$ cat src/rtl/dram_pkg.sv
// Shared command/bank-state encodings and default timing for the multi-bank DRAM timing controller.
package dram_pkg;

    typedef enum logic [2:0] {
        CMD_NOP = 3'd0,
        CMD_ACT = 3'd1,
        CMD_RD  = 3'd2,
        CMD_WR  = 3'd3,
        CMD_PRE = 3'd4,
        CMD_REF = 3'd5
    } cmd_t;

    typedef enum logic [2:0] {
        BS_IDLE     = 3'd0,
        BS_ACT_WAIT = 3'd1,
        BS_RD_WAIT  = 3'd2,
        BS_WR_WAIT  = 3'd3,
        BS_PRE_WAIT = 3'd4
    } bank_state_t;

    localparam int DEF_NUM_BANKS    = 4;
    localparam int DEF_T_RCD        = 14;
    localparam int DEF_T_RP         = 14;
    localparam int DEF_T_CL         = 16;
    localparam int DEF_T_CWL        = 12;
    localparam int DEF_T_BURST      = 4;
    localparam int DEF_T_WR         = 16;
    localparam int DEF_T_RFC        = 160;
    localparam int DEF_T_REFI       = 3900;
    localparam int DEF_MAX_POSTPONE = 8;
    localparam int DEF_CNT_W        = 12;

    function automatic logic is_bank_cmd(input logic [2:0] c);
        return (c == CMD_ACT) || (c == CMD_RD) || (c == CMD_WR) || (c == CMD_PRE);
    endfunction

endpackage

$ cat src/rtl/dram_bank_timer.sv
// One bank's timing FSM: a down-counter loaded on command acceptance that
// raises a registered done pulse and returns to IDLE in the same cycle.
module dram_bank_timer
    import dram_pkg::*;
#(
    parameter int T_RCD   = DEF_T_RCD,
    parameter int T_RP    = DEF_T_RP,
    parameter int T_CL    = DEF_T_CL,
    parameter int T_CWL   = DEF_T_CWL,
    parameter int T_BURST = DEF_T_BURST,
    parameter int T_WR    = DEF_T_WR,
    parameter int CNT_W   = DEF_CNT_W
) (
    input  logic        clk_i,
    input  logic        rst_ni,
    input  logic        start_i,
    input  cmd_t        cmd_i,
    output bank_state_t state_o,
    output logic        act_done_o,
    output logic        rd_done_o,
    output logic        wr_done_o,
    output logic        pre_done_o,
    output logic        busy_o,
    output logic        rd_win_o,
    output logic        wr_win_o,
    output logic        data_busy_o
);

    // Counter holds (cycles remaining until done); done fires on the edge after cnt==1.
    localparam logic [CNT_W-1:0] LD_ACT    = CNT_W'(T_RCD - 1);
    localparam logic [CNT_W-1:0] LD_PRE    = CNT_W'(T_RP - 1);
    localparam logic [CNT_W-1:0] LD_RD     = CNT_W'(T_CL + T_BURST - 1);
    localparam logic [CNT_W-1:0] LD_WR     = CNT_W'(T_CWL + T_BURST + T_WR - 1);
    localparam logic [CNT_W-1:0] RD_WIN_HI = CNT_W'(T_BURST);
    localparam logic [CNT_W-1:0] WR_WIN_LO = CNT_W'(T_WR + 1);
    localparam logic [CNT_W-1:0] WR_WIN_HI = CNT_W'(T_WR + T_BURST);
    localparam logic [CNT_W-1:0] ONE       = CNT_W'(1);

    bank_state_t      state_q, state_d;
    logic [CNT_W-1:0] cnt_q, cnt_d;
    logic [3:0]       done_q, done_d;

    always_comb begin
        state_d = state_q;
        cnt_d   = cnt_q;
        done_d  = '0;
        if (start_i) begin
            case (cmd_i)
                CMD_ACT: begin state_d = BS_ACT_WAIT; cnt_d = LD_ACT; end
                CMD_RD:  begin state_d = BS_RD_WAIT;  cnt_d = LD_RD;  end
                CMD_WR:  begin state_d = BS_WR_WAIT;  cnt_d = LD_WR;  end
                CMD_PRE: begin state_d = BS_PRE_WAIT; cnt_d = LD_PRE; end
                default: ;
            endcase
        end else if (state_q != BS_IDLE) begin
            if (cnt_q == ONE) begin
                state_d = BS_IDLE;
                cnt_d   = '0;
                done_d  = {state_q == BS_PRE_WAIT, state_q == BS_WR_WAIT,
                           state_q == BS_RD_WAIT,  state_q == BS_ACT_WAIT};
            end else begin
                cnt_d = cnt_q - ONE;
            end
        end
    end

    always_ff @(posedge clk_i or negedge rst_ni) begin
        if (!rst_ni) begin
            state_q <= BS_IDLE;
            cnt_q   <= '0;
            done_q  <= '0;
        end else begin
            state_q <= state_d;
            cnt_q   <= cnt_d;
            done_q  <= done_d;
        end
    end

    assign state_o    = state_q;
    assign act_done_o = done_q[0];
    assign rd_done_o  = done_q[1];
    assign wr_done_o  = done_q[2];
    assign pre_done_o = done_q[3];
    assign busy_o     = |cnt_q;

    assign rd_win_o = (state_q == BS_RD_WAIT) && (cnt_q <= RD_WIN_HI);
    assign wr_win_o = (state_q == BS_WR_WAIT) && (cnt_q >= WR_WIN_LO) && (cnt_q <= WR_WIN_HI);
    // A write stops holding the shared data path once its last data beat is reached.
    assign data_busy_o = (state_q == BS_RD_WAIT) ||
                         ((state_q == BS_WR_WAIT) && (cnt_q > WR_WIN_LO));

endmodule

$ cat src/rtl/dram_timing_ctrl_mb.sv
// Multi-bank DRAM timing controller: per-bank timers, shared data-path arbitration,
// global REF recovery and refresh-interval credit tracking.
module dram_timing_ctrl_mb
    import dram_pkg::*;
#(
    parameter int NUM_BANKS    = DEF_NUM_BANKS,
    parameter int T_RCD        = DEF_T_RCD,
    parameter int T_RP         = DEF_T_RP,
    parameter int T_CL         = DEF_T_CL,
    parameter int T_CWL        = DEF_T_CWL,
    parameter int T_BURST      = DEF_T_BURST,
    parameter int T_WR         = DEF_T_WR,
    parameter int T_RFC        = DEF_T_RFC,
    parameter int T_REFI       = DEF_T_REFI,
    parameter int MAX_POSTPONE = DEF_MAX_POSTPONE,
    parameter int CNT_W        = DEF_CNT_W
) (
    input  logic                         CLK,
    input  logic                         nRST,
    input  logic                         init_done,
    input  logic                         cmd_valid,
    input  logic [2:0]                   cmd_type,
    input  logic [$clog2(NUM_BANKS)-1:0] cmd_bank,
    output logic [NUM_BANKS-1:0]         tACT_done,
    output logic [NUM_BANKS-1:0]         tRD_done,
    output logic [NUM_BANKS-1:0]         tWR_done,
    output logic [NUM_BANKS-1:0]         tPRE_done,
    output logic [NUM_BANKS-1:0]         bank_busy,
    output logic                         tREF_done,
    output logic                         rf_req,
    output logic                         rf_urgent,
    output logic                         rd_en,
    output logic                         wr_en,
    output logic                         cmd_err,
    output logic                         ref_overflow
);

    localparam int IW = $clog2(T_REFI);
    localparam int PW = $clog2(MAX_POSTPONE + 1);
    localparam logic [IW-1:0]    I_LAST = IW'(T_REFI - 1);
    localparam logic [IW-1:0]    I_ONE  = IW'(1);
    localparam logic [PW-1:0]    P_MAX  = PW'(MAX_POSTPONE);
    localparam logic [PW-1:0]    P_ONE  = PW'(1);
    localparam logic [CNT_W-1:0] LD_RFC = CNT_W'(T_RFC - 1);
    localparam logic [CNT_W-1:0] C_ONE  = CNT_W'(1);

    cmd_t                 cmd;
    bank_state_t          bst [NUM_BANKS];
    logic [NUM_BANKS-1:0] idle, data_busy, rd_win, wr_win, start, sel;
    logic                 acc, is_bank, is_data, is_ref, is_unk;
    logic                 bank_ok, ref_ok, ref_acc, wrap;

    logic             err_q, err_d;
    logic             ref_wait_q, ref_wait_d;
    logic             ref_done_q, ref_done_d;
    logic [CNT_W-1:0] ref_cnt_q, ref_cnt_d;
    logic [IW-1:0]    icnt_q, icnt_d;
    logic [PW-1:0]    pcnt_q, pcnt_d;
    logic             ovf_q, ovf_d;

    assign cmd     = cmd_t'(cmd_type);
    assign acc     = cmd_valid && init_done;
    assign is_bank = is_bank_cmd(cmd_type);
    assign is_data = (cmd_type == CMD_RD) || (cmd_type == CMD_WR);
    assign is_ref  = (cmd_type == CMD_REF);
    assign is_unk  = (cmd_type > CMD_REF);
    assign sel     = NUM_BANKS'(1) << cmd_bank;

    // Only other banks can block the data path; the target bank is already checked for IDLE.
    assign bank_ok = idle[cmd_bank] && !ref_wait_q && !(is_data && |(data_busy & ~sel));
    assign ref_ok  = (&idle) && !ref_wait_q;
    assign start   = (acc && is_bank && bank_ok) ? sel : '0;
    assign ref_acc = acc && is_ref && ref_ok;
    assign err_d   = acc && (is_unk || (is_bank && !bank_ok) || (is_ref && !ref_ok));

    for (genvar g = 0; g < NUM_BANKS; g++) begin : g_bank
        dram_bank_timer #(
            .T_RCD  (T_RCD),
            .T_RP   (T_RP),
            .T_CL   (T_CL),
            .T_CWL  (T_CWL),
            .T_BURST(T_BURST),
            .T_WR   (T_WR),
            .CNT_W  (CNT_W)
        ) u_timer (
            .clk_i      (CLK),
            .rst_ni     (nRST),
            .start_i    (start[g]),
            .cmd_i      (cmd),
            .state_o    (bst[g]),
            .act_done_o (tACT_done[g]),
            .rd_done_o  (tRD_done[g]),
            .wr_done_o  (tWR_done[g]),
            .pre_done_o (tPRE_done[g]),
            .busy_o     (bank_busy[g]),
            .rd_win_o   (rd_win[g]),
            .wr_win_o   (wr_win[g]),
            .data_busy_o(data_busy[g])
        );
        assign idle[g] = (bst[g] == BS_IDLE);
    end

    always_comb begin
        ref_wait_d = ref_wait_q;
        ref_cnt_d  = ref_cnt_q;
        ref_done_d = 1'b0;
        if (ref_acc) begin
            ref_wait_d = 1'b1;
            ref_cnt_d  = LD_RFC;
        end else if (ref_wait_q) begin
            if (ref_cnt_q == C_ONE) begin
                ref_wait_d = 1'b0;
                ref_cnt_d  = '0;
                ref_done_d = 1'b1;
            end else begin
                ref_cnt_d = ref_cnt_q - C_ONE;
            end
        end
    end

    assign wrap   = init_done && (icnt_q == I_LAST);
    assign icnt_d = (!init_done || wrap) ? '0 : icnt_q + I_ONE;

    // A wrap and an accepted REF in the same cycle cancel, so no credit is lost.
    always_comb begin
        pcnt_d = pcnt_q;
        ovf_d  = ovf_q;
        if (wrap && !ref_acc) begin
            if (pcnt_q == P_MAX) ovf_d  = 1'b1;
            else                 pcnt_d = pcnt_q + P_ONE;
        end else if (ref_acc && !wrap && (pcnt_q != '0)) begin
            pcnt_d = pcnt_q - P_ONE;
        end
    end

    always_ff @(posedge CLK or negedge nRST) begin
        if (!nRST) begin
            err_q      <= 1'b0;
            ref_wait_q <= 1'b0;
            ref_done_q <= 1'b0;
            ref_cnt_q  <= '0;
            icnt_q     <= '0;
            pcnt_q     <= '0;
            ovf_q      <= 1'b0;
        end else begin
            err_q      <= err_d;
            ref_wait_q <= ref_wait_d;
            ref_done_q <= ref_done_d;
            ref_cnt_q  <= ref_cnt_d;
            icnt_q     <= icnt_d;
            pcnt_q     <= pcnt_d;
            ovf_q      <= ovf_d;
        end
    end

    assign tREF_done    = ref_done_q;
    assign rf_req       = |pcnt_q;
    assign rf_urgent    = (pcnt_q == P_MAX);
    assign rd_en        = |rd_win;
    assign wr_en        = |wr_win;
    assign cmd_err      = err_q;
    assign ref_overflow = ovf_q;

endmodule

$ cat config.mk
export PLATFORM = sky130hd
export DESIGN_NAME = dram_timing_ctrl_mb
export DESIGN_NICKNAME = d
export VERILOG_FILES = /design/src/rtl/dram_pkg.sv /design/src/rtl/dram_bank_timer.sv /design/src/rtl/dram_timing_ctrl_mb.sv
export SDC_FILE = /design/constraint.sdc
export NUM_CORES = 1
export LEC_CHECK = 0
export ABC_AREA = 0
export BUFFER_PORTS_ARGS = -buffer_cell sky130_fd_sc_hd__buf_4
export CAP_MARGIN = 20
export CORE_UTILIZATION = 39
export CTS_CLUSTER_DIAMETER = 120
export DETAILED_ROUTE_END_ITERATION = 8
export GPL_ROUTABILITY_DRIVEN = 0
export PLACE_DENSITY_LB_ADDON = 0.3
export SLEW_MARGIN = 0
export SYNTH_ARGS = -nofsm -noshare
export SYNTH_HDL_FRONTEND = slang
export SYNTH_SLANG_ARGS = --single-unit
$ cat constraint.sdc
create_clock -name CLK -period 6.6 [get_ports CLK]
set_input_delay 0.66 -clock CLK [delete_from_list [all_inputs] [get_ports CLK]]
set_output_delay 0.66 -clock CLK [all_outputs]
set_load 0.01 [all_outputs]
## After elaboration in Yosys (flattened, before gate mapping)

Index checks and enable logic that the tools add are counted.

| storage, ports and cells | value |
|---|---|
| register bits after elaboration | 108 |
| word-level logic and storage cells | 228 |
| output and inout bits | 27 |
| input bits | 9 |

| operators by class | value |
|---|---|
| reductions and logical operators | 89 |
| bitwise gates (word level) | 2 |
| equality and inequality tests | 37 |
| multiplexer cells | 54 |
| $lt $le $gt $ge | 18 |
| add/sub/neg operators | 8 |
| shifts and indexed selects | 1 |

Operators by type and width:

| cell | count |
|---|---|
| $mux 12 | 16 |
| $mux 4 | 16 |
| $eq 12x1->1 const B | 5 |
| $sub 12x1->12 const B | 5 |
| $ge 12x5->1 const B | 4 |
| $gt 12x5->1 const B | 4 |
| $le 12x3->1 const B | 4 |
| $le 12x5->1 const B | 4 |
| $reduce_or 12->1 | 4 |
| $mux 3 | 12 |
| $pmux 12 s3 | 1 |
| $logic_and 1x1->1 | 32 |
| $eq 3x2->1 const B | 10 |
| $ne 5x1->1 const B | 4 |
| $reduce_bool 2->1 | 10 |
| $eq 3x3->1 const B | 6 |
| $ne 4x2->1 const B | 4 |
| $reduce_or 4->1 | 4 |
| $eq 3x1->1 const B | 5 |
| $add 12x1->12 const B | 1 |
| $eq 12x12->1 const B | 1 |
| $logic_not 3->1 | 4 |
| $pmux 3 s4 | 1 |
| $reduce_and 2->1 | 6 |
| other kinds (18) | 46 |

## Logic depth before layout (Yosys ltp)

Gate-level depths: netlist (run 1).

| depth | value |
|---|---|
| depth after elaboration | 13 |
| gate-level depth with buffers | 11 |
| mapped depth without buffers | 11 |

## Hierarchy

A second synthesis (run 1) with hierarchy kept.

| unflattened totals | value |
|---|---|
| cells, all modules | 728 |
| area, all modules | 6,612.6 um^2 |

Modules (own cells, without submodules):

| module | cells an instance | instances | area each (um^2) | seq. area each (um^2) |
|---|---|---|---|---|
| dram_bank_timer | 127 | 4 | 1,152.4 | 475.5 |
| dram_timing_ctrl_mb | 220 | 1 | 2,003.2 | 800.8 |

## Worst setup path after synthesis (run 1)

OpenSTA, ideal clock, no wires.

| path | value |
|---|---|
| path kind | input -> register |
| start | input port cmd_type[2] |
| end | register pcnt_q[3] |
| setup time | 0.083 ns |
| cell stages on the path | 11 |
| path slack | 3.683 ns |
| required time | 6.517 ns |
| buffers on the path | 1 |
| arrival time | 2.834 ns |
| path through | buf_2 -> nor4bb_1 -> nand2_1 -> or4_1 -> nand2_1 -> ha_1 -> a21o_1 -> a21oi_1 -> nor3b_1 -> a21oi_1 -> o21ai_0 |

| on the way | value |
|---|---|
| cells in the longest elaborated chain, start to end | 7 |
| elaborated cells on any way between the ends | 11 |
| those cells by class | eq/ne: 2; mux: 1; reduce/logical: 8 |

Ends and longest elaborated chain:

| item | RTL line | text |
|---|---|---|
| start: declaration | dram_timing_ctrl_mb.sv:22 | `input logic [2:0] cmd_type,` |
| $eq 3x3->1 * | dram_timing_ctrl_mb.sv:65 | `assign is_ref = (cmd_type == CMD_REF);` |
| $logic_and 1x1->1 * (2 in series) | dram_timing_ctrl_mb.sv:73 | `assign ref_acc = acc && is_ref && ref_ok;` |
| $logic_not 1->1 / $logic_and 1x1->1 (equally long branches) | dram_timing_ctrl_mb.sv:128, dram_timing_ctrl_mb.sv:131 |  |
| $logic_and 1x1->1 (on tied branches) | dram_timing_ctrl_mb.sv:128, dram_timing_ctrl_mb.sv:131 |  |
| $ne 2x2->1 (no source line) / $reduce_bool 2->1 (equally long branches) | n/a |  |
| $reduce_and 2->1 (no source line) | n/a |  |
| end signal: assignment | dram_timing_ctrl_mb.sv:151 | `pcnt_q <= pcnt_d;` |
| end: declaration | dram_timing_ctrl_mb.sv:58 | `logic [PW-1:0] pcnt_q, pcnt_d;` |

Every way passes the cells marked *; elsewhere a longest branch is shown, timed or not.
A chain may end at the register's enable or synchronous reset.

## Final worst setup path (run 1)

| path | value |
|---|---|
| start | register g_bank[2].u_timer.state_q[0] |
| end | register pcnt_q[3] |

| on the way | value |
|---|---|
| cells in the longest elaborated chain, start to end | 8 |
| elaborated cells on any way between the ends | 12 |
| those cells by class | eq/ne: 1; mux: 1; reduce/logical: 10 |

Ends and longest elaborated chain:

| item | RTL line | text |
|---|---|---|
| start: declaration | dram_bank_timer.sv:39 | `bank_state_t state_q, state_d;` |
| start signal: assignment | dram_bank_timer.sv:73 | `state_q <= state_d;` |
| $logic_not 3->1 * | dram_timing_ctrl_mb.sv:100 | `assign idle[g] = (bst[g] == BS_IDLE);` |
| $reduce_and 4->1 * | dram_timing_ctrl_mb.sv:71 | `assign ref_ok = (&idle) && !ref_wait_q;` |
| $logic_and 1x1->1 * | dram_timing_ctrl_mb.sv:71 |  |
| $logic_and 1x1->1 * | dram_timing_ctrl_mb.sv:73 |  |
| $logic_not 1->1 / $logic_and 1x1->1 (equally long branches) | dram_timing_ctrl_mb.sv:128, dram_timing_ctrl_mb.sv:131 |  |
| $logic_and 1x1->1 (on tied branches) | dram_timing_ctrl_mb.sv:128, dram_timing_ctrl_mb.sv:131 |  |
| $ne 2x2->1 (no source line) / $reduce_bool 2->1 (equally long branches) | n/a |  |
| $reduce_and 2->1 (no source line) | n/a |  |

Marked as above.

==> flow_summary.ini, run 1 <==
[status]
outcome = finished clean

[worst_hold_path]
hold_class = primary input to async pin

[power]
powerDensity_nw_per_um2 = 213
vdd_ir_drop_max_v = 0.000133
p_total_mw = 1.48
leakagePower_nw = 2.86

[place]
port_buffers = 35
dpl_cell_area_um2 = 6650
dpl.hpwl_um = 10500
dpl_worst_slack_ns = 3.30
place_inst = 922

[finish]
stdcell_area_um2 = 6940
seq_area_um2 = 2700
final_common_cell = dfrtp_1
drive_gt1_frac = 0.125
final_util = 0.435
most-common-layout-cells = dfrtp_1 (108), nand2_1 (79), nor2_1 (71)
fill_cells = 1542
antenna_cells = 0
nNetsFinal = 744
syn_to_final_growth_pct = 8.91
multiInputGateArea_um2 = 3300
layout.cells.non_filler = 936

[yosys]
synth-seq-cells = 108
muxShareOfSynthArea = 0.0255
synthArstFlopShare = 1.00
synth-adder-area-share = 0.0365
synthFlopType = dfrtp_1
syn_inst = 713
synthDistinctLibCells = 73
ys_top_cells_by_area = dfrtp_1 (42%), nand2_1 (4.7%), nor2_1 (4.2%)
synth_top_family_by_area = simple AND/OR/NAND/NOR gates
synth_edf_count = 0
synth_compound_area_frac = 0.159
syn_nets = 740
synth_seq_area_share = 0.424
synth_xor_area_frac = 0.0165
synth_top_area_share = 0.424
yosysTopAreaCell = dfrtp_1
synth_area_per_cell_um2 = 8.94
ys.warnings.count = 0
yosys.area_share.simple = 0.281
syn_area_um2 = 6370

[route]
routed_wl_um = 14800
drc = 0
drt-met1-wl_um = 6630
dr_wl_met3_um = 919
vias = 5360
wire_per_inst_um = 15.8
drtIter0Drc = 482
drt_pre_antenna_iters = 7
highest_layer = met4
viasPerCell = 5.73
met2_length_um = 6970
ant_nets = 0

[cts]
holdBufCountCts = 0
cts_max_level = 3
clk_root_buffer_cell = clkbuf_16
clk_pin_slew_ns = 0.07
cts_buffer_depth = 2
clk_latency_ns = 0.35
cts_buffers = 9
cts_setup_buffers = 0
ctsResizeCount = 0
clock-sinks = 108
cts_tree = yes

[sta]
finalSetupViolations = 0
worst_slew_pin_slew_ns = 1.04
finalCritPeriodShare = 0.502
final-max-slew-violation-count = 0
hold_ws_ns = 0.338
timing.fmax_ghz = 0.302
maxSlewHeadroom = 0.300
period_needed_ns = 3.31
hold_violations = 0
fin_skew_ns = 0.00757
tns_ns = 0
rsz0062_at_grt = no
setup_ws_ns = 3.29

[global_routing]
track_usage = 0.184
grt_pass1_wl_um = 24500
grt_max_degree = 59
grt_overflow_total = 0
antenna_found_initial = 0
grt_pass1_vias = 5040

[die]
fp.coreArea_um2 = 15900
die_h_um = 130
io_pins = 36
dieArea_um2 = 16900
die_w_um = 130
rows = 46
initial_core_util = 0.400

[critical_path]
path_class = flop to flop
critPathLaunchType = flop
required_ns = 6.86
cp_max_fo = 9
end_kind = flop
crit_arrival_ns = 3.58

[job]
cap_viol_max_count = 0
cell families (layout without fill, tap and decap cells):
kind of cell | after synthesis | count (layout)
and+or+nand+nor | 338 | 338
AOI/OAI and AO/OA | 153 | 153
adders and majority gates | 18 | 18
buffers and inverters | 68 | 75
DFF | 108 | 108
xor gates and xnor gates | 12 | 12
muxes | 16 | 16
Yosys cell counts (3+ instances only):
library cell	number
a21o_1	3
a21oi_1	38
a22oi_1	4
a311o_1	4
a31o_2	9
a31oi_1	6
and2_1	6
and3_1	5
buf_2	4
buf_4	21
buf_6	4
clkbuf_1	17
dfrtp_1	108
ha_1	17
inv_1	22
mux2i_1	14
nand2_1	79
nand2b_1	7
nand3_1	26
nand3b_1	4
nand4_1	10
nand4b_1	3
nor2_1	71
nor2b_1	7
nor3_1	41
nor3b_1	5
nor4_1	16
nor4b_1	7
o211ai_1	8
o21ai_0	42
o31a_1	3
o31ai_1	9
o41ai_1	3
or2_1	3
or2_2	5
or3_1	16
or3_4	3
or3b_2	4
or4_1	5
xnor2_1	4
xor2_1	8
per-layer routing:
metal / vias up / track usage
li1: 2585 / -
met1: 2574 / 0.241
met2: 181 / 0.302
met3: 20 / 0.0390
met4: 0 / 0.0650
met5: - / 0
power breakdown:
part	switching [mW]	internal (mW)	leakage [nW]
combinational	0.0827	0.0686	1.45
sequential	0.0764	0.713	1.27
clock	0.228	0.310	0.145
sequential cells by signal (all words and copies together) (netlist names):
signal                  count
icnt_q                     12
ref_overflow                1
ref_wait_q                  1
cmd_err                     1
tREF_done                   1
g_bank.u_timer.state_o     12
g_bank.u_timer.cnt_q       48
pcnt_q                      4
ref_cnt_q                  12
g_bank.u_timer.done_q      16
cell type report:
type	instances	area share
clock buffer	12	0.0369
clock inverter	2	0.00505
inverter	22	0.0119
multi-input combinational	537	0.476
sequential	108	0.389
tap	216	0.0389
timing repair buffer	39	0.0422
critical path, stage by stage, from the launching register on:
cell	delay [ns]
dfrtp_1	0.45
nor3_2	0.55
nand2_1	0.23
or4_1	0.62
nand2_1	0.18
ha_1	0.26
a21o_1	0.16
a21oi_1	0.25
nor3b_1	0.25
a21oi_1	0.09
o21ai_0	0.19
path summary, 6_finish.rpt:
path / cells after the start / slack (ns) / endpoint / start
setup reg to reg: 10 / 3.29 / pcnt_q[3] / g_bank[2].u_timer.state_o[0]
min in group CLK: 1 / 0.47 / ref_cnt_q[11] / ref_cnt_q[11]
setup / recovery: 10 / 3.29 / pcnt_q[3] / g_bank[2].u_timer.state_o[0]
hold / removal: 1 / 0.34 / g_bank[1].u_timer.state_o[0] / nRST
max in group asynchronous: 2 / 5.08 / g_bank[0].u_timer.cnt_q[0] / nRST
hold reg to reg: 1 / 0.47 / ref_cnt_q[11] / ref_cnt_q[11]
Power figures use the tool's default switching activity.
==> run 2: changes to the inputs <==
- ABC_AREA: 0 -> 1
- clock period: 6.6 -> 3.18 ns (I/O delays scaled with it)
==> run 2 against run 1 <==
  * Global-route usage fell by 1.3 points
  * Highest routed layer unchanged
  * Maximum frequency grew 30%
  * Critical endpoint unchanged
  * Critical path depth rose by 5
  * Non-clock buffer count is 1 lower
  * Worst hold slack worse by 0.29 ns
  * Clock skew grew 0.0043 ns
  * Flip-flop and latch count stayed put
  * Die area is 5.2% higher
  * First-iteration DRC count decreased by 48%
  * Count of clock-buffer cells in the layout fell by 3
  * Register-to-register slack got worse by 2.7 ns
  * Cell count rose by 20%
==> flow_summary.ini, run 2 <==
[yosys]
ys_top_cells_by_area = dfrtp_1 (40%), nand2_1 (10%), inv_1 (7.3%)
synth_edf_count = 0
synth-seq-cells = 108
synthFlopType = dfrtp_1
synth_seq_area_share = 0.403
synthDistinctLibCells = 50
syn_inst = 873
yosysTopAreaCell = dfrtp_1
synthArstFlopShare = 1.00
synth_area_per_cell_um2 = 7.68
syn_nets = 900
synth_top_area_share = 0.403
ys.warnings.count = 0
synth_most_common_cell = nand2_1
synth_commonest_cells = nand2_1 (180), inv_1 (131), dfrtp_1 (108), nor2_1 (103), nand3_1 (47)
syn_area_um2 = 6710

[critical_path]
end_kind = flop
worst-r2r-cell-count = 15
required_ns = 3.46
reg2reg_to = pcnt_q[3]
crit_arrival_ns = 2.84
crit_path_frequent_cell = nand2_1
slowest_stage = dfrtp_1
reg2reg_slack_ns = 0.62
path_class = flop to flop
timing.rr.start = g_bank[0].u_timer.state_o[1]
critPathLaunchType = flop
cp_max_fo = 7
cp_slowest_stage_delay_ns = 0.41
cp_cell_sequence = inv_1, nand2_1, nor2_4, inv_2, nor3_1, nand3_1, nor2_4, inv_2, nand2_1, ha_1, a21oi_1, o21ai_0, xnor2_1, nand2_1, o21ai_1

[cts]
cts_buffer_depth = 2
holdBufCountCts = 0
clk_pin_slew_ns = 0.08
clock-sinks = 108
cts_buffers = 9
clk_latency_ns = 0.36
clk_root_buffer_cell = clkbuf_16
cts_tree = yes
cts_max_level = 3
cts_setup_buffers = 0
ctsResizeCount = 0

[finish]
top_register = g_bank.u_timer.cnt_q
top_regs = g_bank.u_timer.cnt_q (48), g_bank.u_timer.done_q (16)
final_common_cell = nand2_1
largest_reg_flops = 48
syn_to_final_growth_pct = 9.92
layout.cells.non_filler = 1122
final_util = 0.442
antenna_cells = 0
drive_gt1_frac = 0.119
most-common-layout-cells = nand2_1 (180), inv_1 (131), dfrtp_1 (108)
nNetsFinal = 924

[worst_hold_path]
hold_class = primary input to async pin

[route]
drtIter0Drc = 250
viasPerCell = 4.92
wire_per_inst_um = 12.7
routed_wl_um = 14300
drc = 0
ant_nets = 0
vias = 5516
drt_pre_antenna_iters = 7

[global_routing]
grt_use_met2 = 0.287
antenna_found_initial = 0
grt_pass1_vias = 5194
grt_pass1_wl_um = 24300
use_met1 = 0.221
top_usage_layer = met2
track_usage = 0.171
grt_overflow_total = 0
grt_util_met3 = 0.0381
grt_max_degree = 66

[sta]
timing.fmax_ghz = 0.391
finalCritPeriodShare = 0.804
worst_slew_pin_slew_ns = 0.822
final-max-slew-violation-count = 0
maxSlewHeadroom = 0.452
tns_ns = 0
rsz0062_at_grt = no
hold_violations = 0
finalSetupViolations = 0
fin_skew_ns = 0.0119
setup_ws_ns = 0.623
period_needed_ns = 2.56

[place]
dpl_worst_slack_ns = 0.626
port_buffers = 35
dpl.hpwl_um = 11000
place_inst = 1106

[power]
leakagePower_nw = 3.57
powerDensity_nw_per_um2 = 352
vdd_ir_drop_max_v = 0.000273

[job]
cap_viol_max_count = 0

[die]
rows = 47
fp.coreArea_um2 = 16700
initial_core_util = 0.402
die_w_um = 133
die_h_um = 133
dieArea_um2 = 17700
io_pins = 36

[status]
outcome = finished clean
==> run 2: changes by cell type in the layout (fill, tap and decap cells not counted), moves of 13 or more <==
cell / delta
inv_1: +109
nand2_1: +101
nor2_1: +32
xor2_1: +29
a21oi_1: -25
nand3_1: +21
o22ai_1: +18
or3_1: -15
mux2i_1: -14
nor3_1: -13
==> run 2: kinds of logic after synthesis <==
logic type,count (synthesis),share of synthesized area
buf+inv,166,0.107
flops,108,0.403
fa+ha+maj,18,0.0347
xor+xnor,46,0.0601
simple gates,431,0.304
compound gates,104,0.0919
==> run 2: worst max-delay path by stage <==
stage                                            start   endpoint  slack [ns]  cells after the start
after global placement    g_bank[1].u_timer.state_o[0]  pcnt_q[3]        0.73                     13
after floorplan           g_bank[1].u_timer.state_o[0]  pcnt_q[3]        0.92                     13
after CTS                 g_bank[0].u_timer.state_o[1]  pcnt_q[3]        0.61                     15
after global routing      g_bank[0].u_timer.state_o[1]  pcnt_q[3]        0.36                     15
after detailed placement  g_bank[0].u_timer.state_o[1]  pcnt_q[3]        0.63                     15
final                     g_bank[0].u_timer.state_o[1]  pcnt_q[3]        0.62                     15
==> run 2: routing by layer <==
| layer | part of all wire | vias up | wire length, um |
|---|---|---|---|
| li1 | - | 2835 | - |
| met1 | 0.47 | 2571 | 6720 |
| met2 | 0.47 | 92 | 6750 |
| met3 | 0.042 | 18 | 604 |
| met4 | 0.017 | 0 | 237 |
| met5 | 0 | - | 0 |
==> run 2: per-stage QoR <==
step	power, mW	area [um2]	hold WS, ns
global route	2.70	7370	0.127
floorplan	1.45	6710	0.0224
finish	2.60	7370	0.0522
CTS	2.64	7370	0.0943
detailed placement	1.51	7080	0.453
global placement	1.51	7080	0.451
==> run 2: critical path, delay by kind of cell, from the launching register on <==
kind / cells / cell delay [ns]
simple gates: 7 / 1.00
flops: 1 / 0.41
buf+inv: 3 / 0.28
compound gates: 3 / 0.34
fa+ha+maj: 1 / 0.28
xor+xnor: 1 / 0.17
==> run 2: report_power, final <==
group	switching [mW]	internal, mW
Sequential	0.00616	1.38
Combinational	0.0680	0.0273
Clock	0.563	0.553
Total	0.637	1.96
==> run 2: layout make-up <==
type	count	area, um2
inverter	141	532
tap	220	275
clock buffer	9	225
clock inverter	7	65.1
timing repair buffer	38	285
multi-input combinational	599	3290
fill	1719	9330
sequential	108	2700
==> run 3: changes to the inputs <==
- ABC_AREA: 1 -> 0
- clock period: 3.18 -> 2.37 ns (I/O delays scaled with it)
==> run 3 against run 2 <==
  * The run now ends with setup timing left
  * Total power rose by 61%
  * Cell count fell by 9.3%
  * Non-clock buffer count rose by 82
  * Global-route usage rose by 2.3 points
  * Clock power rose by 28%
  * Highest routed layer unchanged
==> flow_summary.ini, run 3 (synthesis results as in run 1) <==
[status]
outcome = finished with violations
violations = setup timing

[finish]
most-common-layout-cells = buf_4 (116), dfrtp_1 (108), nand2_1 (76)
antenna_cells = 0
top_register = g_bank.u_timer.cnt_q
final_util = 0.488
drive_gt1_frac = 0.262
largest_reg_flops = 48
nNetsFinal = 825
syn_to_final_growth_pct = 22.1
layout.cells.non_filler = 1018
top_regs = g_bank.u_timer.cnt_q (48), g_bank.u_timer.done_q (16)
final_common_cell = buf_4
fill_cells = 1508

[critical_path]
path_class = flop to flop
timing.rr.start = g_bank[0].u_timer.state_o[2]
reg2reg_slack_ns = -0.07
cp-endpoint = pcnt_q[3]
worst-r2r-cell-count = 9
reg2reg_to = pcnt_q[3]
cp_max_fo = 4
critPathLaunchType = flop
end_kind = flop
crit_start = g_bank[0].u_timer.state_o[2]
required_ns = 2.65
crit_arrival_ns = 2.73

[route]
drc = 0
vias = 5575
ant_nets = 0
drtIter0Drc = 389
viasPerCell = 5.48
wire_per_inst_um = 15.4
routed_wl_um = 15700
drt_pre_antenna_iters = 5

[cts]
cts_buffer_depth = 2
clk_latency_ns = 0.36
cts_tree = yes
clk_pin_slew_ns = 0.07
clock-sinks = 108
cts_buffers = 9
cts_max_level = 3
clk_root_buffer_cell = clkbuf_16

[sta]
rsz0062_at_grt = yes
setup_ws_ns = -0.0735
hold_violations = 0
finalCritPeriodShare = 1.03
final-max-slew-violation-count = 0
timing.fmax_ghz = 0.409
fin_skew_ns = 0.0110
maxSlewHeadroom = 0.338
finalSetupViolations = 3
worst_slew_pin_slew_ns = 0.993
period_needed_ns = 2.44
hold_ws_ns = 0.171

[power]
p_total_mw = 4.19
p_sw_mw = 1.16
vdd_ir_drop_max_v = 0.000371
p_int_mw = 3.02
p_clk_frac = 0.342
switching_share = 0.278
leakagePower_nw = 3.30
combPwrFrac = 0.138
powerDensity_nw_per_um2 = 538
pwr-share-seq = 0.519

[die]
die_w_um = 130
initial_core_util = 0.400
io_pins = 36
rows = 46
fp.coreArea_um2 = 15900
dieArea_um2 = 16900
die_h_um = 130

[global_routing]
grt_pass1_wl_um = 25600
antenna_found_initial = 0
track_usage = 0.194
grt_pass1_vias = 5370
grt_max_degree = 47
grt_overflow_total = 0

[worst_hold_path]
hold_class = primary input to flop
hold_depth = 2

[job]
cap_viol_max_count = 0

[place]
port_buffers = 35
place_inst = 989
dpl_worst_slack_ns = -0.104
dpl.hpwl_um = 11200
==> run 3: repair_timing <==
action,4_1_cts,5_1_grt
pin swaps,14,18
setup endpoints to repair,5,26
hold endpoints to repair,44,0
setup buffers,8,5
resized for setup,25,17
hold buffers,1,0
==> run 3: how the worst min path moves through the flow <==
stage | start | end | slack (ns)
floorplan | nRST | cmd_err | -0.06
global placement | nRST | g_bank[2].u_timer.cnt_q[7] | 0.28
detailed placement | nRST | g_bank[2].u_timer.cnt_q[7] | 0.29
CTS | init_done | icnt_q[7] | 0.16
global route | init_done | icnt_q[7] | 0.16
finish | init_done | icnt_q[7] | 0.17
==> run 3: worst max-delay path, stage by stage (launching register included) <==
cell,delay [ns]
dfrtp_1,0.39
or3_4,0.39
or4_4,0.55
nand2_4,0.10
ha_4,0.19
a21o_1,0.16
a21oi_2,0.20
nor3b_2,0.19
a21oi_1,0.08
o21ai_1,0.12
==> run 3: layer usage <==
layer,up-vias,wire (um),global-route usage,share of wire
met1,2697,7200,0.246,0.46
met2,104,7570,0.325,0.48
li1,2743,-,-,-
met5,-,0,0,0
met3,31,572,0.0426,0.036
met4,0,347,0.0705,0.022
==> run 3: power groups by stage <==
| stage | logic (mW) | registers, mW | clock network (mW) |
|---|---|---|---|
| 6_report | 0.580 | 2.17 | 1.43 |
| 5_1_grt | 0.652 | 2.20 | 1.54 |
| 4_1_cts | 0.575 | 2.16 | 1.48 |
| 3_5_place_dp | 0.546 | 2.19 | 0 |
| 3_3_place_gp | 0.528 | 2.18 | 0 |
| 2_1_floorplan | 0.349 | 2.15 | 0 |
==> run 3: layout make-up <==
class                   count  area, um2  area share
multi-input cells         537       3520       0.452
flip-flops and latches    108       2700       0.347
repair buffers            120        932       0.120
well taps                 216        270      0.0347
clock buffers              11        253      0.0325
inverters                  22       82.6      0.0106
clock inverters             4       25.0     0.00321
==> run 3: through the flow <==
stage          TNS [ns]  area (um2)
2_1_floorplan   -0.0818        6420
3_3_place_gp     -0.138        7210
3_5_place_dp     -0.183        7210
4_1_cts          -0.331        7680
5_1_grt          -0.599        7790
6_report         -0.149        7790
